### config.mk
export PLATFORM = sky130hd
export DESIGN_NAME = mb_addsub_seq
export DESIGN_NICKNAME = d
export VERILOG_FILES = /design/src/rtl/mb_addsub_seq.sv
export SDC_FILE = /design/constraint.sdc
export NUM_CORES = 1
export LEC_CHECK = 0
export BUFFER_PORTS_ARGS = -buffer_cell sky130_fd_sc_hd__buf_2
export CAP_MARGIN = 30
export CORE_MARGIN = 2
export CORE_UTILIZATION = 40
export CTS_BUF_LIST = sky130_fd_sc_hd__clkbuf_16
export CTS_CLUSTER_DIAMETER = 100
export DETAILED_ROUTE_END_ITERATION = 8
export MAX_ROUTING_LAYER = met4
export REMOVE_ABC_BUFFERS = 1
export SLEW_MARGIN = 0
export SYNTH_ARGS = -nofsm -noshare
export SYNTH_HDL_FRONTEND = slang
export SYNTH_HIERARCHICAL = 1
export SYNTH_SLANG_ARGS = --single-unit
### constraint.sdc
create_clock -name clk -period 10.3 [get_ports clk]
set_input_delay 0 -clock clk [delete_from_list [all_inputs] [get_ports clk]]
set_output_delay 0 -clock clk [all_outputs]
set_load 0.02 [all_outputs]
### src/rtl/mb_addsub_seq.sv
// rtl/mb_addsub_seq.sv - multi-byte add/subtract sequencer sharing one 8-bit lookahead slice

// Purely combinational 8-bit add/sub slice: sum = a + (b ^ {8{sub}}) + cin.
module mb_addsub_slice (
    input  logic [7:0] a,
    input  logic [7:0] b,
    input  logic       sub,
    input  logic       cin,
    output logic [7:0] sum,
    output logic       cout
);

    logic [7:0] bx;
    logic [7:0] g;
    logic [7:0] p;
    logic [8:0] c;

    // Each carry is a flat sum of products of generate/propagate terms and cin,
    // so no carry depends on a previously computed carry.
    always_comb begin
        logic term;
        logic acc;
        bx = b ^ {8{sub}};
        g  = a & bx;
        p  = a ^ bx;
        c  = '0;
        c[0] = cin;
        for (int i = 0; i < 8; i++) begin
            acc = 1'b0;
            for (int j = 0; j <= i; j++) begin
                term = g[j];
                for (int k = j + 1; k <= i; k++) begin
                    term = term & p[k];
                end
                acc = acc | term;
            end
            term = cin;
            for (int k = 0; k <= i; k++) begin
                term = term & p[k];
            end
            c[i+1] = acc | term;
        end
        sum  = p ^ c[7:0];
        cout = c[8];
    end

endmodule

// Sequencer: one byte per cycle, LSB first, carry chained through a register.
module mb_addsub_seq #(
    parameter int NBYTES = 4
) (
    input  logic                clk,
    input  logic                rst,
    input  logic                start,
    input  logic                op_sub,
    input  logic [8*NBYTES-1:0] opa,
    input  logic [8*NBYTES-1:0] opb,
    output logic                ready,
    output logic                done,
    output logic [8*NBYTES-1:0] result,
    output logic                carry_out,
    output logic                overflow
);

    localparam int W  = 8 * NBYTES;
    localparam int IW = (NBYTES > 1) ? $clog2(NBYTES) : 1;

    typedef enum logic [1:0] {
        IDLE = 2'd0,
        RUN  = 2'd1,
        FIN  = 2'd2
    } state_t;

    state_t          state_q, state_d;
    logic [IW-1:0]   idx_q, idx_d;
    logic            carry_q, carry_d;
    logic            sub_q, sub_d;
    logic [W-1:0]    opa_q, opa_d;
    logic [W-1:0]    opb_q, opb_d;
    logic [W-1:0]    result_q, result_d;
    logic            carry_out_q, carry_out_d;
    logic            overflow_q, overflow_d;

    logic [7:0]      a_byte;
    logic [7:0]      b_byte;
    logic [7:0]      sum_byte;
    logic            slice_cout;
    logic            last_byte;

    mb_addsub_slice u_slice (
        .a    (a_byte),
        .b    (b_byte),
        .sub  (sub_q),
        .cin  (carry_q),
        .sum  (sum_byte),
        .cout (slice_cout)
    );

    // Select the operand bytes addressed by the current byte index.
    always_comb begin
        a_byte = 8'h00;
        b_byte = 8'h00;
        for (int i = 0; i < NBYTES; i++) begin
            if (idx_q == IW'(i)) begin
                a_byte = opa_q[8*i +: 8];
                b_byte = opb_q[8*i +: 8];
            end
        end
        last_byte = (idx_q == IW'(NBYTES - 1));
    end

    // State register and datapath flops; reset abandons any operation in flight.
    always_ff @(posedge clk) begin
        if (rst) begin
            state_q     <= IDLE;
            idx_q       <= '0;
            carry_q     <= 1'b0;
            sub_q       <= 1'b0;
            opa_q       <= '0;
            opb_q       <= '0;
            result_q    <= '0;
            carry_out_q <= 1'b0;
            overflow_q  <= 1'b0;
        end else begin
            state_q     <= state_d;
            idx_q       <= idx_d;
            carry_q     <= carry_d;
            sub_q       <= sub_d;
            opa_q       <= opa_d;
            opb_q       <= opb_d;
            result_q    <= result_d;
            carry_out_q <= carry_out_d;
            overflow_q  <= overflow_d;
        end
    end

    // Next-state logic: IDLE -> RUN on start, RUN -> FIN after the MSB byte, FIN -> IDLE.
    always_comb begin
        state_d = state_q;
        case (state_q)
            IDLE:    if (start) state_d = RUN;
            RUN:     if (last_byte) state_d = FIN;
            FIN:     state_d = IDLE;
            default: state_d = IDLE;
        endcase
    end

    // Datapath next values: latch operands on accept, fold one byte per RUN cycle.
    always_comb begin
        idx_d       = idx_q;
        carry_d     = carry_q;
        sub_d       = sub_q;
        opa_d       = opa_q;
        opb_d       = opb_q;
        result_d    = result_q;
        carry_out_d = carry_out_q;
        overflow_d  = overflow_q;
        case (state_q)
            IDLE: begin
                if (start) begin
                    opa_d   = opa;
                    opb_d   = opb;
                    sub_d   = op_sub;
                    idx_d   = '0;
                    // Subtract is A + ~B + 1, so the initial carry supplies the +1.
                    carry_d = op_sub;
                end
            end
            RUN: begin
                for (int i = 0; i < NBYTES; i++) begin
                    if (idx_q == IW'(i)) begin
                        result_d[8*i +: 8] = sum_byte;
                    end
                end
                carry_d = slice_cout;
                idx_d   = idx_q + 1'b1;
                if (last_byte) begin
                    carry_out_d = slice_cout;
                    overflow_d  = (a_byte[7] == (b_byte[7] ^ sub_q)) &&
                                  (sum_byte[7] != a_byte[7]);
                end
            end
            default: ;
        endcase
    end

    // Moore outputs decoded from the state.
    always_comb begin
        ready     = (state_q == IDLE);
        done      = (state_q == FIN);
        result    = result_q;
        carry_out = carry_out_q;
        overflow  = overflow_q;
    end

endmodule

### After elaboration in Yosys (flattened, before gate mapping)

Cells that the tools add are included.

| cells by class | value |
|---|---|
| $add $sub $neg | 1 |
| equal/unequal tests | 9 |
| multiplexer cells | 15 |
| bitwise logic cells | 77 |
| reduce and logical (&&, ||, !) cells | 11 |

Operator list:

| operator | number |
|---|---|
| $mux 8 | 8 |
| $and 1x1->1 | 36 |
| $or 1x1->1 | 36 |
| $xor 8x8->8 | 3 |
| $reduce_and 2->1 | 7 |
| $and 8x8->8 | 1 |
| $pmux 2 s2 | 2 |
| $eq 2x2->1 const B | 3 |
| $mux 2 | 3 |
| $eq 2x1->1 const B | 2 |
| $logic_not 2->1 | 2 |
| $ne 2x2->1 const B | 2 |
| $add 2x1->2 const B | 1 |
| $pmux 1 s2 | 1 |
| $reduce_bool 2->1 | 1 |
| $eq 1x1->1 | 1 |
| $logic_and 1x1->1 | 1 |
| $mux 1 | 1 |
| $ne 1x1->1 | 1 |
| $xor 1x1->1 | 1 |

| storage, ports and cells | value |
|---|---|
| flip-flop bits (word level) | 104 |
| input port bits | 68 |
| logic and storage cells | 125 |

### Depth between registers and ports, before layout

Gate-level depths: netlist of the first run.

| depth | value |
|---|---|
| depth after elaboration | 23 |
| gate-level depth with buffers | 19 |

### Cells and area by module

The synthesis of the first run kept the hierarchy.

By module, submodules not included:

| module | times used | cells each | area each (um^2) | seq. area each (um^2) |
|---|---|---|---|---|
| mb_addsub_seq | 1 | 578 | 4352.9 | 2082.0 |
| mb_addsub_slice | 1 | 46 | 397.9 | 0.0 |

### Least setup slack after synthesis of the first run

OpenSTA, ideal clock, no wires.

| path | value |
|---|---|
| kind | register to register |
| from | register idx_q[1] |
| to | register overflow_q (netlist: overflow) |
| setup time | 0.136 ns |
| arrival | 3.205 ns |
| setup slack | 6.959 ns |
| stages on the path, launching flop included | 20 |
| path buffers | 2 |
| clock period less this slack | 3.341 ns |
| path through | dfxtp_1 -> inv_1 -> ha_1 -> buf_2 -> buf_2 -> nand2_1 -> a21oi_1 -> a21oi_1 -> o21ai_1 -> xor2_1 -> ha_1 -> ha_1 -> o21a_1 -> o22ai_4 -> o2111ai_2 -> xor2_1 -> nor2_1 -> and4_1 -> nand2_1 -> o311ai_2 |

| on the way | value |
|---|---|
| cells in the longest elaborated chain, start to end | 23 |
| elaborated cells on any way between the ends | 56 |
| classes of those cells | 5 x eq/ne; 8 x mux; 40 x bitwise; 3 x reduce/logical |

RTL lines:

| item | RTL line | source |
|---|---|---|
| from (decl) | 76 | `logic [IW-1:0] idx_q, idx_d;` |
| from (signal assigned) | 127 | `idx_q <= idx_d;` |
| $logic_not 2->1 | 105 | `if (idx_q == IW'(i)) begin` |
| $mux 8 (3 in a row) | 105 |  |
| $mux 8 * | 105 |  |
| net b_byte[0] | 86 | `logic [7:0] b_byte;` |
| $xor 8x8->8 * | 23 | `bx = b ^ {8{sub}};` |
| $and 8x8->8 | 24 | `g = a & bx;` |
| $and 1x1->1 (6 in a row) | 33 | `term = term & p[k];` |
| $or 1x1->1 (6 in a row) | 35 | `acc = acc \| term;` |
| $or 1x1->1 * | 41 | `c[i+1] = acc \| term;` |
| $xor 8x8->8 * | 43 | `sum = p ^ c[7:0];` |
| net sum_byte[7] | 87 | `logic [7:0] sum_byte;` |
| $ne 1x1->1 * | 181 | `(sum_byte[7] != a_byte[7]);` |
| $logic_and 1x1->1 * | 180 | `overflow_d = (a_byte[7] == (b_byte[7] ^ sub_q)) &&` |
| to (signal assigned) | 134 | `overflow_q <= overflow_d;` |
| to (decl) | 83 | `logic overflow_q, overflow_d;` |

Mark *: on every way through the listed nets, which the timed path passes. The rest lies on a longest branch.
A chain may end at the register's enable or synchronous reset.

### Final worst setup path of the first run

Same ends and word-level chain as after synthesis.

==> results of run 1 <==
-- Yosys cell counts, drive strengths merged --
library cell,n,share of area (%)
o21a,2,0.32
dfxtp,104,44
inv,4,0.32
nand3,26,2.7
nor2,7,0.61
and4,1,0.18
nand2,214,17
a21o,1,0.16
o21ai,20,2.1
or3,2,0.37
ha,13,3.4
nor3b,1,0.26
nand3b,17,2.7
a21oi,132,14
buf,35,4.4
nor3,1,0.11
nand2b,3,0.40
nor2b,3,0.55
o311ai,1,0.34
a31oi,1,0.13
clkbuf,14,1.1
o2111ai,1,0.32
o22ai,1,0.42
a211oi,2,0.68
fa,1,0.42
and2,2,0.32
xnor2,2,0.37
xor2,13,2.6
-- worst paths after layout --
path	startpoint	endpoint	slack, ps	cells after the start
setup / recovery	idx_q[1]$_SDFFE_PP0P_	overflow$_SDFFE_PP0P_	6580	17
hold reg to reg	result[16]$_SDFFE_PP0P_	result[16]$_SDFFE_PP0P_	450	2
setup reg to reg	idx_q[1]$_SDFFE_PP0P_	overflow$_SDFFE_PP0P_	6580	17
hold / removal	rst	opb_q[12]$_SDFFE_PP0P_	80	2
-- cell type report --
class / instances / area, um^2
fillers: 1132 / 5290
multi-input cells: 467 / 2400
flip-flops and latches: 104 / 2080
repair buffers: 176 / 1260
clock buffers: 9 / 225
well taps: 143 / 179
clock inverters: 7 / 71.3
inverters: 4 / 15.0
-- metrics by stage --
stage          util, %  power [mW]
3_3_place_gp      45.5       0.579
4_1_cts           54.1       0.942
3_5_place_dp      45.9       0.586
2_1_floorplan        -       0.530
5_1_grt           54.1       0.981
6_report          54.1       0.935
-- cell families (layout without fill, tap and decap cells) --
family,count (synthesis),count (layout),synth area share [%]
compound gates,161,161,18.4
flops,104,104,43.8
fa+ha+maj,14,14,3.85
xor+xnor,15,15,2.92
simple gates,277,277,25.2
buf+inv,53,196,5.85
-- state kept, by name, summed over array words and instances, names as in the netlist --
register,count
carry_q,1
carry_out,1
sub_q,1
idx_q,2
result,32
overflow,1
state_q,2
opb_q,32
opa_q,32
-- critical path: cells and delay by family (launching register included) --
kind | cells | cell delay [ps]
AOI/OAI and AO/OA | 7 | 1110
buffers and inverters | 1 | 90
adders and majority gates | 3 | 800
DFF | 1 | 360
and+or+nand+nor | 4 | 610
xor gates and xnor gates | 2 | 640
-- report_power, final --
part / switching [mW] / internal [mW] / leakage [nW]
Sequential: 0.0137 / 0.422 / 0.849
Clock: 0.151 / 0.189 / 0.149
Combinational: 0.0904 / 0.0689 / 1.57
-- metal layers --
| metal | share of wire, % | wire length (um) | vias up |
|---|---|---|---|
| met5 | 0 | 0 | - |
| met4 | 1.4 | 165 | 0 |
| met1 | 47 | 5610 | 2071 |
| met3 | 4.1 | 496 | 13 |
| li1 | - | - | 2342 |
| met2 | 48 | 5700 | 110 |
==> out/results.txt, run 1 <==
clock slew at reported path FFs: 70 ps
Worst Path Max Fanout: 15
H-tree levels: 3
pin count of the biggest net entering global routing: 69
Hold WS: 83.9 ps
Hold Vio Cnt, Final: 0
Pleak: 2.57 nW
post-synthesis sequential area ratio: 43.8%
I/O Pins: 104
global-route wire length before repair: 20.1 mm
CTS tree: done
I/O Buffers: 103
Setup-failing EPs final: 0
full die area: 12800 um^2
status: finished, violations left
drt total wl: 12.0 mm
Sink Count: 104
FMAX: 269 MHz
failing checks: design-rule violations
CP arrival: 3930 ps
syn_area_per_cell: 7.61 um^2
most used cell, CP: ha_1
nets@finish: 844
Max Cap Violations: 0
Final Instance Count excl. Fillers: 910
Die Y: 113 um
CP peak stage delay: 390 ps
Starting Density: 41.3%
vias in the first global route: 4309
DR pass1 iterations: 7
Residual DRC: 8
Synth Warn #: 6
antenna viol nets, final: 0
initial antenna violation count: 0
GRT Total Usage: 19.7%
M2 GR Usage: 32.9%
Seq cells post-synth: 104
Setup CP Type: flop to flop
Root Driver: clkbuf_16
postcts setup bufs: 0
hold_buf cts: 65
RSZ-0062 raised after global routing: false
core area: 11500 um^2
# diodes: 0
Clock Latency Late Sink: 340 ps
total CTS buffers: 9
met1 Use GR: 25.2%
GPL Wtd Cong: 0.786
setup TNS: 0 ps
critical path required time: 10510 ps
Via-to-Cell Ratio: 4.98
Die W: 113 um
Worst-Margin Slew: 728 ps
commonest non-fill, non-tap cell in the layout: nand2_1
num rows: 39
post-route worst setup slack: 6580 ps
placed insts: 829
nature of the critical path endpoint: flop
GRT overflow: 0
post-CTS sizing: 0
commonest non-fill, non-tap cells in the layout: 212 x nand2_1, 132 x a21oi_1, 104 x dfxtp_1
Worst setup SP type: flop
worst-case clock buffer depth: 2
DP HPWL: 8.28 mm
maximum vdd drop: 97.1 uV
post-route minimum period: 3720 ps
critical-path cell list: inv_1, ha_1, nand3b_1, a21oi_1, a21oi_1, o21ai_1, xor2_1, ha_1, ha_1, o21a_1, o22ai_4, o2111ai_2, xor2_1, nor2_1, and4_1, nand2_1, o311ai_2
fin. max-slew vios: 0
Gate Count Post-Synth: 624
Tcrit/Tclk final: 36.1%
PwrDens: 150 nW/um^2
Worst slew margin: 51.3%
proportion of layout cells with a drive suffix above 1: 18.4%
Place WS: 6610 ps
Post-Syn Area: 4750 um^2
GRT Max-Usage Layer: met2
GRT met3 Usage: 1.98%
slowest CP cell: xor2_1
Unique masters post-synth: 39
vias: 4536
design area: 6230 um^2
Hold Path Class: primary input to flop
Iter 0 DRT Violations: 237
P&R area growth vs syn: 31.2%
Setup Skew: 6.01 ps
WL/cell: 13.2 um
placed inst area: 5280 um^2
Note: power is estimated with default switching activity, not from simulation.
==> inputs of run 2 (changes only) <==
==> constraint.sdc (replaced) <==
create_clock -name clk -period 3.05 [get_ports clk]
set_input_delay 0 -clock clk [delete_from_list [all_inputs] [get_ports clk]]
set_output_delay 0 -clock clk [all_outputs]
set_load 0.02 [all_outputs]
==> run 2 against run 1 <==
Net effect: via count rose by 1.3%; sequential share of layout area down 1.2 points; worst hold slack improved by 67 ps; non-clock buffer count up 27; final area rose by 3.9%; register-to-register slack lost 6500 ps; fmax is 24% higher; first-iteration DRC count fell by 0.84%; flip-flop and latch count unchanged; the run still ends with design-rule violations left; global-route usage up 0.063 points.
==> out/results.txt, run 2 (synthesis gave the netlist of run 1 again) <==
FILL cells: 1113 (-1.7%)
nets@finish: 871 (+3.2%)
vias: 4595 (+1.3%)
Worst slew margin: 35.0% (-16 points)
Residual DRC: 8 (unchanged)
critical path required time: 3300 ps (-7210 ps)
FMAX: 333 MHz (+24%)
core area: 11500 um^2 (unchanged)
Worst Path Max Fanout: 9 (-6)
proportion of layout cells with a drive suffix above 1: 22.9% (+4.5 points)
clock slew at reported path FFs: 70 ps (about the same)
Die W: 113 um (unchanged)
GPL Wtd Cong: 0.788 (+0.37%)
# diodes: 0 (unchanged)
initial antenna violation count: 0 (unchanged)
Via-to-Cell Ratio: 4.90 (-1.6%)
WL/cell: 13.1 um (-0.78%)
Die Y: 113 um (unchanged)
Starting Density: 41.3% (unchanged)
num rows: 39 (unchanged)
DR pass1 iterations: 7 (unchanged)
Iter 0 DRT Violations: 235 (-0.84%)
Pleak: 2.69 nW (+4.9%)
slowest CP cell: dfxtp_2
nature of the critical path endpoint: flop
crit path buf inv count: 3 (+2)
worst-case clock buffer depth: 2 (unchanged)
GRT overflow: 0 (unchanged)
CP peak stage delay: 340 ps (-50 ps)
fin. max-slew vios: 0 (unchanged)
total CTS buffers: 9 (unchanged)
CTS tree: done
maximum vdd drop: 243 uV (+150%)
global-route wire length before repair: 20.1 mm (-0.34%)
Tcrit/Tclk final: 98.5% (+62 points)
Setup Skew: 10.2 ps (+4.17 ps)
commonest non-fill, non-tap cell in the layout: nand2_1
drt total wl: 12.2 mm (+2.2%)
Root Driver: clkbuf_16
design area: 6470 um^2 (+3.9%)
I/O Buffers: 103 (unchanged)
GRT Total Usage: 19.8% (+0.063 points)
Power Total: 3.15 mW (+240%)
Setup CP Type: flop to flop
Hold Vio Cnt, Final: 0 (unchanged)
critical-path cell list: inv_2, ha_4, buf_4, nand3b_1, a21oi_1, a21oi_1, o21ai_1, ha_1, ha_2, o21a_1, o22ai_4, o2111ai_4, xor2_2, buf_4, nand3b_1, o311ai_2
Setup-failing EPs final: 0 (unchanged)
failing checks: design-rule violations
Sink Count: 104 (unchanged)
I/O Pins: 104 (unchanged)
Clock Latency Late Sink: 340 ps (about the same)
full die area: 12800 um^2 (unchanged)
post-route minimum period: 3010 ps (-715 ps)
Max Cap Violations: 0 (unchanged)
Top Family by Delay on Critical Path: compound AO/OA/AOI/OAI gates
DP HPWL: 8.41 mm (+1.5%)
antenna viol nets, final: 0 (unchanged)
Worst setup SP type: flop
placed inst area: 5460 um^2 (+3.3%)
Worst-Margin Slew: 975 ps (+247 ps)
P&R area growth vs syn: 36.3%
PwrDens: 486 nW/um^2 (+220%)
RSZ-0062 raised after global routing: true
commonest non-fill, non-tap cells in the layout: 212 x nand2_1, 128 x a21oi_1, 102 x dfxtp_1, 102 x buf_2, 65 x dlygate4sd3_1
CP arrival: 3260 ps (-670 ps)
H-tree levels: 3 (unchanged)
pin count of the biggest net entering global routing: 60 (-13%)
Hold Path Class: primary input to flop
status: finished, violations left
vias in the first global route: 4373 (+1.5%)
run 2: cell types whose count changed in the layout (fill, tap and decap cells not counted), sizes merged:
| cell | change |
|---|---|
| clkinvlp | -1 |
| clkinv | +3 |
| inv | -1 |
| buf | +27 |
| bufinv | -1 |
run 2: stage by stage:
step	TNS (ps)	util (%)	setup WS, ps	instances	hold slack, ps
6_report	0	56.2	44.8	937	151
5_1_grt	-627	56.2	-127	937	177
4_1_cts	0	55.7	4.22	935	144
3_5_place_dp	-191	47.4	-109	853	246
3_3_place_gp	-13.4	47.2	-13.4	852	240
2_1_floorplan	-5370	-	-618	575	69.1
run 2: routing by layer:
| layer | up-vias | routed length [um] | global-route usage (%) | part of all wire, % |
|---|---|---|---|---|
| met3 | 8 | 404 | 3.37 | 3.3 |
| met4 | 0 | 109 | 4.39 | 0.89 |
| met1 | 2114 | 5860 | 25.1 | 48 |
| met2 | 76 | 5850 | 33.3 | 48 |
| li1 | 2397 | - | - | - |
| met5 | - | 0 | - | 0 |
run 2: timing repair:
action	4_1_cts	5_1_grt
endpoints found under the hold margin	66	0
endpoints found under the setup margin	8	17
pin swaps	10	11
hold buffers	65	0
buffers inserted	1	2
resized for setup	10	11
run 2: final timing paths:
kind | from | to | slack [ps] | cells after the start
worst min register to register | result[20]$_SDFFE_PP0P_ | result[20]$_SDFFE_PP0P_ | 460 | 2
worst max register to register | idx_q[1]$_SDFFE_PP0P_ | overflow$_SDFFE_PP0P_ | 40 | 16
worst min-delay path | rst | opb_q[12]$_SDFFE_PP0P_ | 150 | 2
worst max-delay path | idx_q[1]$_SDFFE_PP0P_ | overflow$_SDFFE_PP0P_ | 40 | 16
run 2: area by class of cell:
class	instances	area, um^2	area share, %
multi-input combinational	467	2460	38.0
inverter	4	15.0	0.232
clock buffer	9	225	3.48
sequential	104	2080	32.2
tap	143	179	2.76
clock inverter	7	55.1	0.850
timing repair buffer	203	1460	22.5
run 2: worst reg2reg max path, cell delays in order, from the launching register on:
cell	delay [ps]
dfxtp_2	340
inv_2	60
ha_4	160
buf_4	150
nand3b_1	160
a21oi_1	140
a21oi_1	60
o21ai_1	190
ha_1	270
ha_2	170
o21a_1	210
o22ai_4	220
o2111ai_4	170
xor2_2	180
buf_4	150
nand3b_1	90
o311ai_2	210
run 2: report_power, final:
group          switching, mW  internal (mW)  total, mW
clock network          0.519          0.562       1.08
logic                  0.321          0.275      0.597
registers             0.0429           1.43       1.47
total                  0.884           2.26       3.15
